## config.mk

```make
export PLATFORM = sky130hd
export DESIGN_NAME = rr_mux_arbiter
export DESIGN_NICKNAME = d
export VERILOG_FILES = /design/src/rtl/arb_pkg.sv /design/src/rtl/rr_mux_arbiter_mux8.sv /design/src/rtl/rr_mux_arbiter.sv
export SDC_FILE = /design/constraint.sdc
export NUM_CORES = 1
export LEC_CHECK = 0
export CORE_ASPECT_RATIO = 2
export CORE_UTILIZATION = 40
export CTS_CLUSTER_DIAMETER = 80
export CTS_CLUSTER_SIZE = 8
export DETAILED_ROUTE_END_ITERATION = 7
export SYNTH_ARGS = -nofsm -noshare
export SYNTH_HDL_FRONTEND = slang
export SYNTH_HIERARCHICAL = 1
export SYNTH_SLANG_ARGS = --single-unit
```

## constraint.sdc

```tcl
create_clock -name clk -period 7.7 [get_ports clk]
set_input_delay 0.77 -clock clk [delete_from_list [all_inputs] [get_ports clk]]
set_output_delay 0.77 -clock clk [all_outputs]
set_load 0.05 [all_outputs]
```

## src/rtl/arb_pkg.sv

```systemverilog
// Shared constants, FSM state type and the round-robin search helper for rr_mux_arbiter.
package arb_pkg;

    localparam int unsigned N_REQ = 8;
    localparam int unsigned SEL_W = 3;

    typedef enum logic {IDLE, GRANT} state_t;

    typedef struct packed {
        logic             found;
        logic [SEL_W-1:0] idx;
    } pick_t;

    // Scans ptr+1, ptr+2, ... ptr+8; the 3-bit add wraps 7->0, so ptr=7 starts at 0
    // and the final offset revisits ptr itself.
    function automatic pick_t rr_pick(input logic [N_REQ-1:0] req, input logic [SEL_W-1:0] ptr);
        pick_t            res;
        logic [SEL_W-1:0] idx;
        res = '0;
        for (int unsigned off = 1; off <= N_REQ; off++) begin
            idx = ptr + SEL_W'(off);
            if (!res.found && req[idx]) begin
                res.found = 1'b1;
                res.idx   = idx;
            end
        end
        return res;
    endfunction

endpackage

```

## src/rtl/rr_mux_arbiter_mux8.sv

```systemverilog
// 8:1 single-bit mux channel: y = din[sel].
module mux8
    import arb_pkg::*;
(
    input  logic [SEL_W-1:0] sel,
    input  logic [N_REQ-1:0] din,
    output logic             y
);

    assign y = din[sel];

endmodule

```

## src/rtl/rr_mux_arbiter.sv

```systemverilog
// Round-robin arbiter with bounded hold time sequencing an 8:1 mux channel.
module rr_mux_arbiter
    import arb_pkg::*;
#(
    parameter int unsigned MAX_HOLD = 4
) (
    input  logic       clk,
    input  logic       rst,
    input  logic [7:0] req,
    input  logic [7:0] din,
    output logic [7:0] grant,
    output logic [2:0] sel,
    output logic       valid,
    output logic       y
);

    localparam logic [3:0] HOLD_LAST = 4'(MAX_HOLD - 1);

    state_t     state_q;
    logic [7:0] grant_q;
    logic [2:0] sel_q;
    logic [2:0] ptr_q;
    logic [3:0] hold_q;

    logic [7:0] others;
    pick_t      pick_next;
    pick_t      pick_rot;
    logic       y_mux;

    always_comb begin
        // grant_q is one-hot on sel_q while granted, so this masks out the current owner
        others    = req & ~grant_q;
        pick_next = rr_pick(req, ptr_q);
        pick_rot  = rr_pick(others, sel_q);
    end

    always_ff @(posedge clk) begin
        if (rst) begin
            state_q <= IDLE;
            grant_q <= '0;
            sel_q   <= '0;
            ptr_q   <= '1;
            hold_q  <= '0;
        end else begin
            case (state_q)
                IDLE: begin
                    if (pick_next.found) begin
                        state_q <= GRANT;
                        grant_q <= 8'b1 << pick_next.idx;
                        sel_q   <= pick_next.idx;
                        ptr_q   <= pick_next.idx;
                        hold_q  <= '0;
                    end
                end
                GRANT: begin
                    if (!req[sel_q]) begin
                        if (pick_next.found) begin
                            grant_q <= 8'b1 << pick_next.idx;
                            sel_q   <= pick_next.idx;
                            ptr_q   <= pick_next.idx;
                            hold_q  <= '0;
                        end else begin
                            state_q <= IDLE;
                            grant_q <= '0;
                        end
                    end else if (others != '0 && hold_q == HOLD_LAST) begin
                        grant_q <= 8'b1 << pick_rot.idx;
                        sel_q   <= pick_rot.idx;
                        ptr_q   <= pick_rot.idx;
                        hold_q  <= '0;
                    end else if (hold_q != HOLD_LAST) begin
                        // covers both the sole-requester saturation and the plain increment
                        hold_q <= hold_q + 4'd1;
                    end
                end
                default: state_q <= IDLE;
            endcase
        end
    end

    mux8 u_mux8 (
        .sel (sel_q),
        .din (din),
        .y   (y_mux)
    );

    assign grant = grant_q;
    assign sel   = sel_q;
    assign valid = (state_q == GRANT);
    assign y     = valid & y_mux;

endmodule

```

# [Word level (Yosys, flattened, before mapping)]
# Cells that the tools add are included.
[word_totals] ff_bits=19 latchBits=0 ram_bits=0 romBits=0 input_bits=18 out_inout_bits=13 wordCells=150 n_memories=0
[op_classes] n_addsub=15 multipliers=0 div=0 order_cmp=16 n_eq_ne=5 n_shift=2 n_mux=72 bitwise=4 n_reduce_logical=31
[ops] operator="two-way mux 4 bit" n=19
[ops] operator="less-than comparator 3 x 4 -> 1 bit, second input constant" n=16
[ops] operator="binary-select mux 1 bit (select 3 bit)" n=18
[ops] operator="two-way mux 8 bit" n=4
[ops] operator="adder 3 bit, second input constant" n=8
[ops] operator="two-way mux 1 bit" n=20
[ops] operator="two-way mux 3 bit" n=6
[ops] operator="one-hot mux 8 bit (2 select lines)" n=1
[ops] operator="left shift 1 x 3 -> 8 bit, first input constant" n=2
[ops] operator="logical AND 1 bit" n=15
[ops] operator="logical NOT 1 bit" n=14
[ops] operator="adder 3 x 2 -> 3 bit, second input constant" n=4
[ops] operator="one-hot mux 3 bit (2 select lines)" n=2
[ops] operator="bitwise AND 8 bit" n=1
[ops] operator="inequality test 4 x 2 -> 1 bit, second input constant" n=2
[ops] operator="NOT 8 bit" n=1
[ops] operator="one-hot mux 4 bit (2 select lines)" n=1
[ops] operator="nonzero test 8 bit" n=1
[ops] operator="adder 3 x 1 -> 3 bit, second input constant" n=2
[ops] operator="adder 4 x 1 -> 4 bit, second input constant" n=1
[ops] operator="equality test 4 x 2 -> 1 bit, second input constant" n=1
[ops] operator="inequality test 3 x 2 -> 1 bit, second input constant" n=1
[ops] operator="inequality test 2 bit, second input constant" n=1
[ops] operator="one-hot mux 1 bit (2 select lines)" n=1
[ops] operator="other kinds (3)" n=3

# [Logic depth before layout (Yosys ltp)]
[logic_depth] depth_word=30 mapped_depth=13

# [By module]
# Netlist, hierarchy kept.
[modules_own_cells] module="rr_mux_arbiter" n_inst=1 cells_per_inst=358 area_per_inst_um2=3276.9 seq_area_each_um2=380.4
[modules_own_cells] module="mux8" n_inst=1 cells_per_inst=3 area_per_inst_um2=63.8 seq_area_each_um2=0.0

# [Least setup slack after synthesis]
# No wires, ideal clock.
[synth_timing] path_type="register -> register" from="register sel_q[0] (netlist: sel[0])" to="register grant_q[7] (netlist: grant[7])" setup_ns=0.122 arrival_time_ns=3.553 required_ns=7.578 path_slack_ns=4.025 stages_incl_launch_ff=13 synth_period_minus_slack_ns=3.675 path_cell_list="dfxtp_1 -> buf_2 -> clkinv_1 -> ha_1 -> buf_2 -> clkinv_1 -> mux4_2 -> a221oi_2 -> nor2_1 -> o311a_1 -> o211ai_2 -> nor2_1 -> a221o_1"
[synth_via] elab_chain_len=29
[synth_lines] item="start: declaration" line_no="rr_mux_arbiter.sv:21" rtl="logic [2:0] sel_q;"
[synth_lines] item="start signal: assignment" line_no="rr_mux_arbiter.sv:50" rtl="sel_q <= pick_next.idx;"
[synth_lines] item="start signal: assignment" line_no="rr_mux_arbiter.sv:59" rtl="sel_q <= pick_next.idx;"
[synth_lines] item="start signal: assignment" line_no="rr_mux_arbiter.sv:68" rtl="sel_q <= pick_rot.idx;"
[synth_lines] item="adder 3 x 1 -> 3 bit" line_no="arb_pkg.sv:21" rtl="idx = ptr + SEL_W'(off);"
[synth_lines] item="binary-select mux 1 bit (select 3 bit)" line_no="arb_pkg.sv:22" rtl="if (!res.found && req[idx]) begin"
[synth_lines] item="two-way mux 1 bit (not written as such)" line_no="arb_pkg.sv:22"
[synth_lines] item="two-way mux 4 bit" line_no="arb_pkg.sv:22"
[synth_lines] item="logical NOT 1 bit" line_no="arb_pkg.sv:22"
[synth_lines] item="logical AND 1 bit" line_no="arb_pkg.sv:22"
[synth_lines] item="two-way mux 4 bit" line_no="arb_pkg.sv:22"
[synth_lines] item="logical NOT 1 bit" line_no="arb_pkg.sv:22"
[synth_lines] item="[13 not listed]"
[synth_lines] item="two-way mux 4 bit" line_no="arb_pkg.sv:22"
[synth_lines] item="logical NOT 1 bit" line_no="arb_pkg.sv:22"
[synth_lines] item="logical AND 1 bit" line_no="arb_pkg.sv:22"
[synth_lines] item="two-way mux 3 bit" line_no="arb_pkg.sv:22"
[synth_lines] item="left shift 1 x 3 -> 8 bit" line_no="rr_mux_arbiter.sv:67" rtl="grant_q <= 8'b1 << pick_rot.idx;"
[synth_lines] item="two-way mux 8 bit" line_no="rr_mux_arbiter.sv:66" rtl="end else if (others != '0 && hold_q == HOLD_LAST) begin"
[synth_lines] item="two-way mux 8 bit" line_no="rr_mux_arbiter.sv:56" rtl="if (!req[sel_q]) begin"
[synth_lines] item="one-hot mux 8 bit (2 select lines)" line_no="rr_mux_arbiter.sv:45" rtl="case (state_q)"
[synth_lines] item="end signal: assignment" line_no="rr_mux_arbiter.sv:49" rtl="grant_q <= 8'b1 << pick_next.idx;"
[synth_lines] item="end signal: assignment" line_no="rr_mux_arbiter.sv:58" rtl="grant_q <= 8'b1 << pick_next.idx;"
[synth_lines] item="end signal: assignment" line_no="rr_mux_arbiter.sv:67"
[synth_lines] item="end: declaration" line_no="rr_mux_arbiter.sv:20" rtl="logic [7:0] grant_q;"
# Parallel ways exist; a longest one is shown, timed or not. The select of a mux whose other input is x is not followed.
# A chain may end at the register's enable or synchronous reset.

# [Worst setup path in the final report]
[layout_timing] from="register ptr_q[1]" to="register grant_q[7] (netlist: grant[7])"
[layout_via] elab_chain_len=29
[layout_lines] item="start: declaration" line_no="rr_mux_arbiter.sv:22" rtl="logic [2:0] ptr_q;"
[layout_lines] item="start signal: assignment" line_no="rr_mux_arbiter.sv:51" rtl="ptr_q <= pick_next.idx;"
[layout_lines] item="start signal: assignment" line_no="rr_mux_arbiter.sv:60" rtl="ptr_q <= pick_next.idx;"
[layout_lines] item="start signal: assignment" line_no="rr_mux_arbiter.sv:69" rtl="ptr_q <= pick_rot.idx;"
[layout_lines] item="adder 3 x 1 -> 3 bit" line_no="arb_pkg.sv:21"
[layout_lines] item="binary-select mux 1 bit (select 3 bit)" line_no="arb_pkg.sv:22"
[layout_lines] item="two-way mux 1 bit (not written as such)" line_no="arb_pkg.sv:22"
[layout_lines] item="two-way mux 4 bit" line_no="arb_pkg.sv:22"
[layout_lines] item="logical NOT 1 bit" line_no="arb_pkg.sv:22"
[layout_lines] item="logical AND 1 bit" line_no="arb_pkg.sv:22"
[layout_lines] item="two-way mux 4 bit" line_no="arb_pkg.sv:22"
[layout_lines] item="logical NOT 1 bit" line_no="arb_pkg.sv:22"
[layout_lines] item="[13 not listed]"
[layout_lines] item="two-way mux 4 bit" line_no="arb_pkg.sv:22"
[layout_lines] item="logical NOT 1 bit" line_no="arb_pkg.sv:22"
[layout_lines] item="logical AND 1 bit" line_no="arb_pkg.sv:22"
[layout_lines] item="two-way mux 4 bit *" line_no="arb_pkg.sv:22"
[layout_lines] item="left shift 1 x 3 -> 8 bit" line_no="rr_mux_arbiter.sv:49, rr_mux_arbiter.sv:58"
[layout_lines] item="two-way mux 8 bit" line_no="rr_mux_arbiter.sv:57" rtl="if (pick_next.found) begin"
[layout_lines] item="two-way mux 8 bit" line_no="rr_mux_arbiter.sv:56"
[layout_lines] item="one-hot mux 8 bit (2 select lines)" line_no="rr_mux_arbiter.sv:45"
# Every way passes the cells marked *; elsewhere a longest branch is shown, timed or not. The select of a mux whose other input is x is not followed.

==> results by group <==
Outcome
  • Outcome: finished, final reports clean

Finish
  • Area of the multi-input gates: 2760 um2
  • Ant. Diodes: 0
  • Commonest non-fill, non-tap cell in the layout: nand2_1
  • Fillers: 801
  • Commonest cells after routing, fill and taps aside: 31 x nand2_1, 30 x clkdlybuf4s50_1, 26 x nor2_1
  • Area grow syn2layout: 11.2%
  • Ratio of cells with drive above 1 in the final layout: roughly 22%
  • Post-route core utilization: around 46%
  • Register Area: around 380 um2
  • Nets@finish: approximately 400

Floorplan
  • I/O pin total: 31
  • Die area: roughly 8700 um2
  • Starting density of the core: 41.8%
  • Die W: 66.6 um
  • Core Footprint: roughly 8000 um2
  • Die Y: 131 um
  • Row cnt: 46

Run
  • Max-cap violations: 0

Detailed routing
  • DRC viols: 0
  • DR pass1 iterations: 5
  • ANT nets after route: 0
  • Vias post-DR: about 3,200
  • First DRT Iteration DRCs: between 150 and 200
  • Vias per cell: 6.76
  • WL per Instance: ~22 um
  • Total wire length: 10,700 um

Global route
  • GRT met3 Usage: 1.22%
  • Grt peak-use layer: met2
  • Initial antenna violation count: 0
  • Largest net degree at the start of global routing: 30
  • First-pass GRT wire length: about 17,000 um
  • GRT overflow: 0
  • Vias in the first global route: between 3,000 and 4,000
  • Met2 Use GR: between 40% and 50%
  • GRT Total Usage: roughly 26%
  • Met1 usage: approximately 25%

Logic synthesis
  • Asr flop ratio synth: 0%
  • Synthesized netlist cell count: approximately 360
  • Yosys warnings: 6
  • Synthesized Nets: approximately 380
  • Synth Flop Type: dfxtp_1
  • Syn_area_per_cell: slightly above 9 um2
  • Post-synth EDFFs: 0
  • Synth unique cells: 91
  • Sequential area share after synthesis: a little under an eighth
  • Flops & latches, synth: 19
  • Syn Std Cell Area: between 3000 and 4000 um2

STA
  • Worst hold margin: ~0.53 ns
  • Clock Skew: between 0.001 and 0.0015 ns
  • Slew of the pin with the lowest slew margin: slightly above 1 ns
  • Slew Limit Fails: 0
  • Post-route setup TNS: 0 ns
  • Final setup viols: 0
  • Fmax achieved: between 200 and 300 MHz
  • Min Tclk post-route: around 3.7 ns
  • Slew HR: between 30% and 40%
  • RSZ-0062 raised after global routing: false
  • Crit share post-route: roughly half
  • Hold Fails Final Rpt: 0

Min path
  • Worst hold stages: 2
  • Hold WC Path Type: reg -> reg

Place
  • # port buffers: 30
  • Detailed placement HPWL: ~8500 um
  • Routability Congestion: between 0.9 and 1

Power
  • Leakage: 1.36 nW
  • Worst VDD drop: between 0.2 and 0.3 mV
  • Total power: ~1.8 mW
  • Pwr Density: slightly below 500 nW/um2

CTS
  • CTS tree: built
  • CTS buffer count: 3
  • Root buf cell: clkbuf_16
  • Clock Sinks: 19
  • Worst-case clock buffer depth: 2
  • Post-CTS sizing: 0
  • Post-CTS setup buffers: 0
  • Clk_lat worst skew: 0.26 ns
  • H-tree levels: 1
  • CTS Hold Buffers Added: 0
  • Clock transition at path regs: 0.06 ns

Critical path
  • Setup CP Type: reg -> reg
  • Crit path launch type: flip-flop
  • Worst Path Required: ~7.9 ns
  • R2r worst-path depth: 11
  • Setup crit end kind: flip-flop
  • CP Max Fanout: 21
  • Worst Path Arrival: around 3.9 ns
cell usage after synthesis (5+ instances only):
cell type | n | share of area, %
o21ai_0 | 10 | 1.5
mux2_2 | 14 | 4.7
nor2b_1 | 9 | 1.7
dfxtp_1 | 19 | 11
nor2_1 | 26 | 2.9
nand3_1 | 9 | 1.3
inv_1 | 10 | 1.1
nand2_1 | 31 | 3.5
mux2i_1 | 16 | 4.8
mux4_2 | 19 | 13
a21oi_1 | 19 | 2.8
and3_1 | 5 | 0.94
nor3_1 | 8 | 1.2
and2_1 | 7 | 1.3
ha_1 | 5 | 1.9
a221o_1 | 6 | 1.8
a32oi_1 | 5 | 1.3
buf_2 | 6 | 0.90
report_power, final:
| group | switching, mW | internal [mW] |
|---|---|---|
| registers | 0.0446 | 0.123 |
| clock network | 0.0402 | 0.0706 |
| logic | 0.885 | 0.634 |
logic make-up after synthesis:
kind of cell,count (synthesis),synth area share [%]
muxes,56,27.2
DFF,19,11.4
and+or+nand+nor,138,23.8
AOI/OAI and AO/OA,105,27.2
buffers and inverters,32,6.14
adders and majority gates,5,1.87
xor gates and xnor gates,6,2.36
worst paths after layout:
path | startpoint | to | slack (ns)
worst max-delay path | ptr_q[1]$_SDFFE_PP1P_ | grant[7]$_SDFFE_PP0P_ | 3.99
worst max register to register | ptr_q[1]$_SDFFE_PP1P_ | grant[7]$_SDFFE_PP0P_ | 3.99
worst min-delay path | hold_q[2]$_SDFFE_PP0P_ | hold_q[2]$_SDFFE_PP0P_ | 0.53
worst min register to register | hold_q[2]$_SDFFE_PP0P_ | hold_q[2]$_SDFFE_PP0P_ | 0.53
layer usage:
metal,up-vias,wire length [um]
met2,91,6080
li1,1490,-
met4,0,727
met5,-,0
met1,1592,3590
met3,45,280
area by class of cell:
| type | count | area share [%] |
|---|---|---|
| repair buffers | 34 | 8.89 |
| flip-flops and latches | 19 | 10.2 |
| inverters | 13 | 1.31 |
| clock buffers | 4 | 2.12 |
| multi-input cells | 310 | 74.2 |
| well taps | 96 | 3.23 |
flip-flops by register name, indices dropped and copies added (netlist names):
name / count
ptr_q: 3
grant: 8
valid: 1
hold_q: 4
sel: 3
stage by stage:
step / instance area (um2) / setup WS (ns) / instances
global route: 3710 / 3.77 / 476
finish: 3710 / 3.99 / 476
global placement: 3630 / 3.80 / 472
detailed placement: 3630 / 3.78 / 472
CTS: 3710 / 4.01 / 476
floorplan: 3340 / 4.03 / 361
critical path: stages, from the launching register on:
cell and delay, ns:
dfxtp_1 0.32, buf_4 0.26, inv_1 0.09, ha_1 0.62
mux2i_1 0.39, mux2i_1 0.22, o221ai_2 0.45, nand2_1 0.12
o311a_4 0.42, o21a_1 0.27, nor3_1 0.32, a221o_1 0.16
Note: power is estimated with default switching activity, not from simulation.
